## src/rtl/cpu_control_unit.sv

```systemverilog
// Multi-cycle control sequencer for the 8-bit ALU datapath: fetch/decode/execute,
// data-memory handshake, program counter and architectural flags.
module cpu_control_unit #(
  parameter int              PC_W     = 8,
  parameter logic [PC_W-1:0] RESET_PC = '0
) (
  input  logic            clk,
  input  logic            rst,
  output logic            imem_req,
  output logic [PC_W-1:0] imem_addr,
  input  logic            imem_ack,
  input  logic [15:0]     imem_data,
  output logic [4:0]      alu_opcode,
  input  logic [2:0]      alu_flags,
  output logic            op2_sel,
  output logic [2:0]      rf_raddr1,
  output logic [2:0]      rf_raddr2,
  output logic            rf_we,
  output logic [2:0]      rf_waddr,
  output logic            dmem_req,
  output logic            dmem_we,
  output logic [7:0]      dmem_addr,
  input  logic            dmem_ack,
  output logic [2:0]      flags,
  output logic            halted
);

  localparam logic [4:0] OP_NOP   = 5'd0;
  localparam logic [4:0] OP_ADD   = 5'd1;
  localparam logic [4:0] OP_SUB   = 5'd2;
  localparam logic [4:0] OP_LOADC = 5'd3;
  localparam logic [4:0] OP_LOAD  = 5'd4;
  localparam logic [4:0] OP_STORE = 5'd5;
  localparam logic [4:0] OP_CMP   = 5'd6;
  localparam logic [4:0] OP_JMP   = 5'd7;
  localparam logic [4:0] OP_JZ    = 5'd8;
  localparam logic [4:0] OP_JC    = 5'd9;
  localparam logic [4:0] OP_HALT  = 5'd10;

  typedef enum logic [2:0] {
    S_FETCH, S_DECODE, S_EXECUTE, S_MEM, S_WB, S_HALTED
  } state_t;

  state_t          state, state_nxt;
  logic [PC_W-1:0] pc, pc_nxt, pc_inc, target;
  logic [15:0]     ir, ir_nxt;
  logic [2:0]      flags_q, flags_nxt;
  logic [4:0]      op;

  // Codes beyond the ISA table run as NOP and present NOP to the ALU.
  function automatic logic op_known(input logic [4:0] o);
    return o <= OP_HALT;
  endfunction

  assign op        = ir[15:11];
  assign pc_inc    = pc + PC_W'(1);
  assign target    = PC_W'(ir[7:0]);
  assign imem_addr = pc;
  assign rf_raddr1 = ir[10:8];
  assign rf_raddr2 = ir[7:5];
  assign rf_waddr  = ir[10:8];
  assign dmem_addr = ir[7:0];
  assign flags     = flags_q;

  always_ff @(posedge clk) begin
    if (rst) begin
      state   <= S_FETCH;
      pc      <= RESET_PC;
      ir      <= '0;
      flags_q <= '0;
    end else begin
      state   <= state_nxt;
      pc      <= pc_nxt;
      ir      <= ir_nxt;
      flags_q <= flags_nxt;
    end
  end

  always_comb begin
    state_nxt  = state;
    pc_nxt     = pc;
    ir_nxt     = ir;
    flags_nxt  = flags_q;
    imem_req   = 1'b0;
    alu_opcode = OP_NOP;
    op2_sel    = 1'b0;
    rf_we      = 1'b0;
    dmem_req   = 1'b0;
    dmem_we    = 1'b0;
    halted     = 1'b0;
    case (state)
      S_FETCH: begin
        imem_req = 1'b1;
        if (imem_ack) begin
          ir_nxt    = imem_data;
          state_nxt = S_DECODE;
        end
      end
      S_DECODE: state_nxt = S_EXECUTE;
      S_EXECUTE: begin
        state_nxt = S_FETCH;
        pc_nxt    = pc_inc;
        if (op_known(op)) alu_opcode = op;
        case (op)
          OP_ADD, OP_SUB: rf_we = 1'b1;
          OP_LOADC: begin
            op2_sel = 1'b1;
            rf_we   = 1'b1;
          end
          OP_CMP: flags_nxt = alu_flags;
          OP_LOAD, OP_STORE: begin
            pc_nxt    = pc;
            state_nxt = S_MEM;
          end
          OP_JMP: pc_nxt = target;
          OP_JZ:  if (flags_q[0]) pc_nxt = target;
          OP_JC:  if (flags_q[1]) pc_nxt = target;
          OP_HALT: begin
            pc_nxt    = pc;
            state_nxt = S_HALTED;
          end
          default: ;
        endcase
      end
      // PC advances past a store only once memory has acknowledged it.
      S_MEM: begin
        dmem_req = 1'b1;
        dmem_we  = (op == OP_STORE);
        if (dmem_ack) begin
          if (op == OP_STORE) begin
            pc_nxt    = pc_inc;
            state_nxt = S_FETCH;
          end else begin
            state_nxt = S_WB;
          end
        end
      end
      S_WB: begin
        alu_opcode = OP_LOAD;
        op2_sel    = 1'b1;
        rf_we      = 1'b1;
        pc_nxt     = pc_inc;
        state_nxt  = S_FETCH;
      end
      S_HALTED: halted = 1'b1;
      default:  state_nxt = S_FETCH;
    endcase
  end

endmodule

```

## config.mk

```make
export PLATFORM = sky130hd
export DESIGN_NAME = cpu_control_unit
export DESIGN_NICKNAME = d
export VERILOG_FILES = /design/src/rtl/cpu_control_unit.sv
export SDC_FILE = /design/constraint.sdc
export NUM_CORES = 1
export LEC_CHECK = 0
export CORE_UTILIZATION = 42
export DETAILED_ROUTE_END_ITERATION = 6
export PLACE_DENSITY_LB_ADDON = 0.05
export SLEW_MARGIN = 20
export SYNTH_ARGS = -nofsm -noshare
export SYNTH_HDL_FRONTEND = slang
export SYNTH_SLANG_ARGS = --single-unit
```

## constraint.sdc

```tcl
create_clock -name clk -period 2.3 [get_ports clk]
set_input_delay 0.23 -clock clk [delete_from_list [all_inputs] [get_ports clk]]
set_output_delay 0.23 -clock clk [all_outputs]
set_load 0.01 [all_outputs]
```

==> results.cfg, run 1 <==
[outcome]
status = completed

[global_routing]
gr-usage-all-layers_pct = 20.9
grt_max_degree = 17
overflow = 0
grt_pass1_wl_mm = 7.18
antenna_found_initial = 0
grt_pass1_vias = 1488

[clock_network]
clock_sinks = 30
cts_buffer_depth = 2
worstSkewPairLatency_ns = 0.28
cts_tree = yes
cts_made_buffers = 5
root_buffer = clkbuf_8
cts.reportedPaths.clkPinSlew_ns = 0.06
h-tree-depth = 2

[sta]
final-hold-violation-count = 0
finalWorstSetupSlack_ns = 0.162
period_share_pct = 93.0
layout_min_cycle_time_ns = 2.14
setup_violations = 0
slew_violations = 0
tightest_slew_ns = 0.577
fmax_mhz = 468
final.setup.tns_ns = 0
holdWs_ns = 0.474
fin_skew_ns = 0.00280
relSlewSlack_pct = 61.5
rsz0062_at_grt = no

[power]
p_leak_nw = 0.895
powerDensity_nw_per_um2 = 498
peakVddDrop_uv = 340

[yosys]
netlist_top_cells_area = dfxtp_1 (33%), nand2_1 (9.6%), buf_4 (7.9%), a21oi_1 (5.5%), nor2_1 (3.5%)
synth_edf_count = 0
syn_area_um2 = 1810
synth_warnings = 0
yosys.area.top_type = dfxtp_1
syn_area_per_cell_um2 = 7.66
netlist_instances = 236
synth.ff_latch_count = 30
seq_area_frac_synth_pct = 33.2
synth_top_area_share_pct = 33.2
synth.distinct_cells = 51
synth_ff_type = dfxtp_1
async_reset_ff_share_pct = 0
synth_fp_nets = 260

[critical_path]
path_class = reg -> reg
critical_path.top_delay_family = simple AND/OR/NAND/NOR gates
worstPathArrival_ns = 2.35
crit_slowest_cell = or4_1
critPathMaxFanout = 8
startpoint_type = flip-flop
crit_chain = nor3b_4, a2111oi_2, buf_4, or2_1, or4_1, o211ai_2
required_ns = 2.51
critPathCaptureType = flip-flop
crit_buf_inv = 1
critPathMaxStageDelay_ns = 0.51

[routing]
antenna_left = 0
avgViaCountPerCell = 5.49
dr.pass1.iters = 4
drtIter0Drc = 183
vias = 1789
post-route-drc-count = 0
wl_mm = 4.46
avgRoutedWirePerCell_um = 13.7

[die]
ios = 62
core_um2 = 4060
die_area_um2 = 4570
die_w_um = 67.6
rows = 23
start_util_pct = 44.6
fp.dieH_um = 67.6

[final_layout]
diodes = 0
fin_util_pct = 59.4
nFillCells = 399
final-seq-area_um2 = 602
multiInputGateArea_um2 = 992
fin_nets = 300
syn2layout_area_growth_pct = 33.4
drive_above_1_share_pct = 9.78

[min_path]
hold_class = reg -> reg

[flow_run]
cap_violations = 0

[place]
routabilityCongestion = 0.876
dp_slack_ns = 0.141
port_buffers = 60
hpwl_mm = 3.21
[cells in the mapped netlist (all sizes together) (2+ instances only)]
| master | n |
|---|---|
| o211ai | 3 |
| dfxtp | 30 |
| nor2 | 17 |
| inv | 4 |
| nor4b | 3 |
| clkbuf | 11 |
| nor3 | 5 |
| and4bb | 3 |
| nand4 | 8 |
| a21oi | 20 |
| or4b | 3 |
| a2111oi | 2 |
| a31oi | 4 |
| a32oi | 5 |
| nand2 | 46 |
| buf | 24 |
| and2 | 3 |
| and3 | 4 |
| mux2i | 3 |
| nor3b | 4 |
| o21ai | 6 |
| nor2b | 3 |
| nand3 | 6 |
[registers in the layout (all words and copies together), names as in the netlist]
| signal | cells |
|---|---|
| ir | 16 |
| flags | 3 |
| imem_addr | 8 |
| state | 3 |
[final cells by class]
type | count | area share [%]
Clock buffer | 5 | 2.85
Clock inverter | 2 | 0.415
Inverter | 4 | 0.623
Multi-Input combinational cell | 167 | 41.2
Sequential cell | 30 | 25.0
Tap cell | 50 | 2.59
Timing Repair Buffer | 68 | 27.4
[final timing paths]
check                              start            to  slack [ns]  cells past startpoint
worst max-delay path            state[2]  imem_addr[7]        0.16                      6
worst min-delay path               ir[8]         ir[8]        0.47                      2
worst max register to register  state[2]  imem_addr[7]        0.16                      6
worst min register to register     ir[8]         ir[8]        0.47                      2
[through the flow]
| step | total power, mW | cells | instance area, um2 |
|---|---|---|---|
| after global placement | 0.810 | 319 | 2330 |
| after floorplan | 0.721 | 236 | 1810 |
| after CTS | 1.21 | 326 | 2410 |
| after global routing | 1.26 | 326 | 2410 |
| final | 1.20 | 326 | 2410 |
| after detailed placement | 0.811 | 319 | 2330 |
[report_power, final]
part | switching (mW) | internal, mW | leakage (nW) | total, mW
clock network | 0.198 | 0.203 | 0.0438 | 0.400
logic | 0.107 | 0.119 | 0.606 | 0.226
registers | 0.0314 | 0.544 | 0.245 | 0.575
total | 0.336 | 0.865 | 0.895 | 1.20
[worst min-delay path, stage by stage (launching register included)]
cell,delay [ns]
dfxtp_1,0.32
nand2_1,0.05
a21oi_1,0.05
[repair_timing]
action | in CTS | in global routing
pin swaps | 0 | 0
setup buffers | 0 | 0
endpoints found under the setup margin | 3 | 2
gates cloned | 0 | 0
hold buffers | 0 | 0
resized for setup | 1 | 1
[kinds of logic (layout without fill, tap and decap cells)]
logic type	Yosys count	after routing	synth area share [%]
AOI/OAI and AO/OA	47	47	17.6
DFF	30	30	33.2
buffers and inverters	39	79	12.5
and+or+nand+nor	115	115	34.1
other	1	1	0.207
adders and majority gates	1	1	0.692
muxes	3	3	1.66
[cells in the final DEF (no fill, tap or decap), types with 3 or more instances in the layout]
cell,synthesis,final
and3_1,4,4
nor2_1,17,17
clkbuf_8,0,5
a32oi_1,5,5
o21ai_0,4,4
nand4_1,8,8
nor3_1,5,5
nor2b_1,3,3
nor4b_1,3,3
a31oi_1,4,4
nand2_1,46,46
dfxtp_1,30,29
buf_4,19,8
a21oi_1,20,20
clkdlybuf4s50_1,0,60
and2_1,3,3
nand3_1,6,6
inv_1,3,3
mux2i_1,3,3
[per-layer routing]
layer	track usage (%)	wire, um
met1	30.6	2240
met2	28.1	1800
met3	6.25	357
met4	7.18	62
met5	0	0
(Power assumes the default switching activity.)
==> run 2: changes to the inputs <==
==> constraint.sdc (replaced) <==
create_clock -name clk -period 2.7 [get_ports clk]
set_input_delay 0.27 -clock clk [delete_from_list [all_inputs] [get_ports clk]]
set_output_delay 0.27 -clock clk [all_outputs]
set_load 0.01 [all_outputs]
==> run 2 against run 1 <==
Wire length decreased by 1.5%. Power shrank 14%. Via count shrank 1.9%. Sequential share of layout area grew 0.37 points. Sequential power is 14% lower. Clock power fell by 11%. Critical path type is now reg -> out. Critical endpoint is now op2_sel. Largest power group unchanged. Highest routed layer unchanged.
==> results.cfg, run 2 (synthesized netlist as in run 1, its figures left out) <==
[global_routing]
grt_pass1_wl_mm = 7.15
gr-usage-all-layers_pct = 20.8
grt_pass1_vias = 1522
overflow = 0
antenna_found_initial = 0
grt_max_degree = 17

[sta]
rsz0062_at_grt = no
period_share_pct = 88.3
fmax_mhz = 419
final.setup.tns_ns = 0
fin_skew_ns = 0.00531
relSlewSlack_pct = 57.0
slew_violations = 0
final-hold-violation-count = 0
setup_violations = 0
tightest_slew_ns = 0.643
layout_min_cycle_time_ns = 2.38

[critical_path]
critPathMaxFanout = 11
r2r-start = ir[13]
r2r-end = imem_addr[5]
required_ns = 2.43
critPathCaptureType = output port
crit_slowest_cell = dfxtp_1
reg2reg_slack_ns = 0.34
path_class = reg -> out
crit_chain = nor3b_1, nand3_1, o21bai_1, clkdlybuf4s50_1
worstPathArrival_ns = 2.11
startpoint_type = flip-flop
r2r_cells = 5
critPathMaxStageDelay_ns = 0.54

[flow_run]
cap_violations = 0

[power]
powerDensity_nw_per_um2 = 435
p_leak_nw = 0.863
peakVddDrop_uv = 251
p_switching_mw = 0.277
swShare_pct = 26.8
combPwrFrac_pct = 17.3
p_clk_share_pct = 34.6
seqPwrFrac_pct = 48.1
intPower_mw = 0.755

[final_layout]
layout.cells.most_common_list = clkdlybuf4s50_1 (60), nand2_1 (46), dfxtp_1 (30), a21oi_1 (20), nor2_1 (17)
fin_nets = 295
nFillCells = 394
drive_above_1_share_pct = 7.04
largest_reg_flops = 16
multiInputGateArea_um2 = 987
final_common_cell = clkdlybuf4s50_1
syn2layout_area_growth_pct = 31.1
diodes = 0
fin_util_pct = 58.4
top_register = ir
final-seq-area_um2 = 601

[routing]
post-route-drc-count = 0
wl_mm = 4.39
avgRoutedWirePerCell_um = 13.7
antenna_left = 0
dr.pass1.iters = 4
vias = 1755
drtIter0Drc = 186
avgViaCountPerCell = 5.48

[clock_network]
clock_sinks = 30
cts_setup_buffers = 0
root_buffer = clkbuf_8
cts_buffer_depth = 2
h-tree-depth = 2
worstSkewPairLatency_ns = 0.28
holdBufCountCts = 0
cts.reportedPaths.clkPinSlew_ns = 0.06
cts-resized-gates = 0
cts_made_buffers = 5
cts_tree = yes

[die]
die_area_um2 = 4570
rows = 23
ios = 62
core_um2 = 4060
fp.dieH_um = 67.6
die_w_um = 67.6
start_util_pct = 44.6

[place]
port_buffers = 60
routabilityCongestion = 0.861
hpwl_mm = 3.17

[min_path]
hold_class = reg -> reg
min_to = ir[10]
worstHoldStart = ir[10]
worstHoldPathCells = 2

[outcome]
status = completed
==> run 2: through the flow <==
step	total power [mW]	std cells	worst slack, ns	cell area (um2)	hold slack, ns
CTS	1.04	320	0.307	2370	0.474
global route	1.08	320	0.0814	2370	0.495
finish	1.03	320	0.315	2370	0.470
floorplan	0.614	236	0.789	1810	0.406
detailed placement	0.683	314	0.358	2290	0.463
global placement	0.683	314	0.460	2290	0.462
==> run 2: worst max path at each step <==
stage | slack [ns] | endpoint | start
6_report | 0.32 | op2_sel | state[1]
3_3_place_gp | 0.46 | imem_addr[6] | ir[13]
5_1_grt | 0.08 | imem_addr[5] | ir[13]
3_5_place_dp | 0.36 | imem_addr[5] | ir[13]
2_1_floorplan | 0.79 | imem_addr[7] | ir[15]
4_1_cts | 0.31 | op2_sel | state[1]
==> run 2: power by group through the flow <==
stage,clock [mW],combinational [mW],sequential (mW)
6_report,0.357,0.178,0.497
3_3_place_gp,0,0.177,0.506
2_1_floorplan,0,0.128,0.486
3_5_place_dp,0,0.178,0.506
4_1_cts,0.365,0.179,0.496
5_1_grt,0.386,0.196,0.501
==> run 2: area by class of cell <==
| cell class | instances | share of cell area, % |
|---|---|---|
| Multi-Input combinational cell | 167 | 41.6 |
| Timing Repair Buffer | 63 | 26.3 |
| Sequential cell | 30 | 25.3 |
| Clock buffer | 6 | 3.48 |
| Tap cell | 50 | 2.64 |
| Inverter | 4 | 0.633 |
==> run 2: worst max-delay path, delay by kind of cell (launching register included) <==
family | cells | cell delay [ns]
compound gates | 1 | 0.16
flops | 1 | 0.54
buf+inv | 1 | 0.54
simple gates | 2 | 0.59
==> run 2: layer usage <==
metal | GRT usage, % | share of wire [%] | vias up
met5 | 0 | 0 | -
met4 | 5.85 | 0.46 | 0
met2 | 29.6 | 43 | 64
met1 | 29.6 | 49 | 793
met3 | 6.25 | 7.7 | 2
li1 | - | - | 896
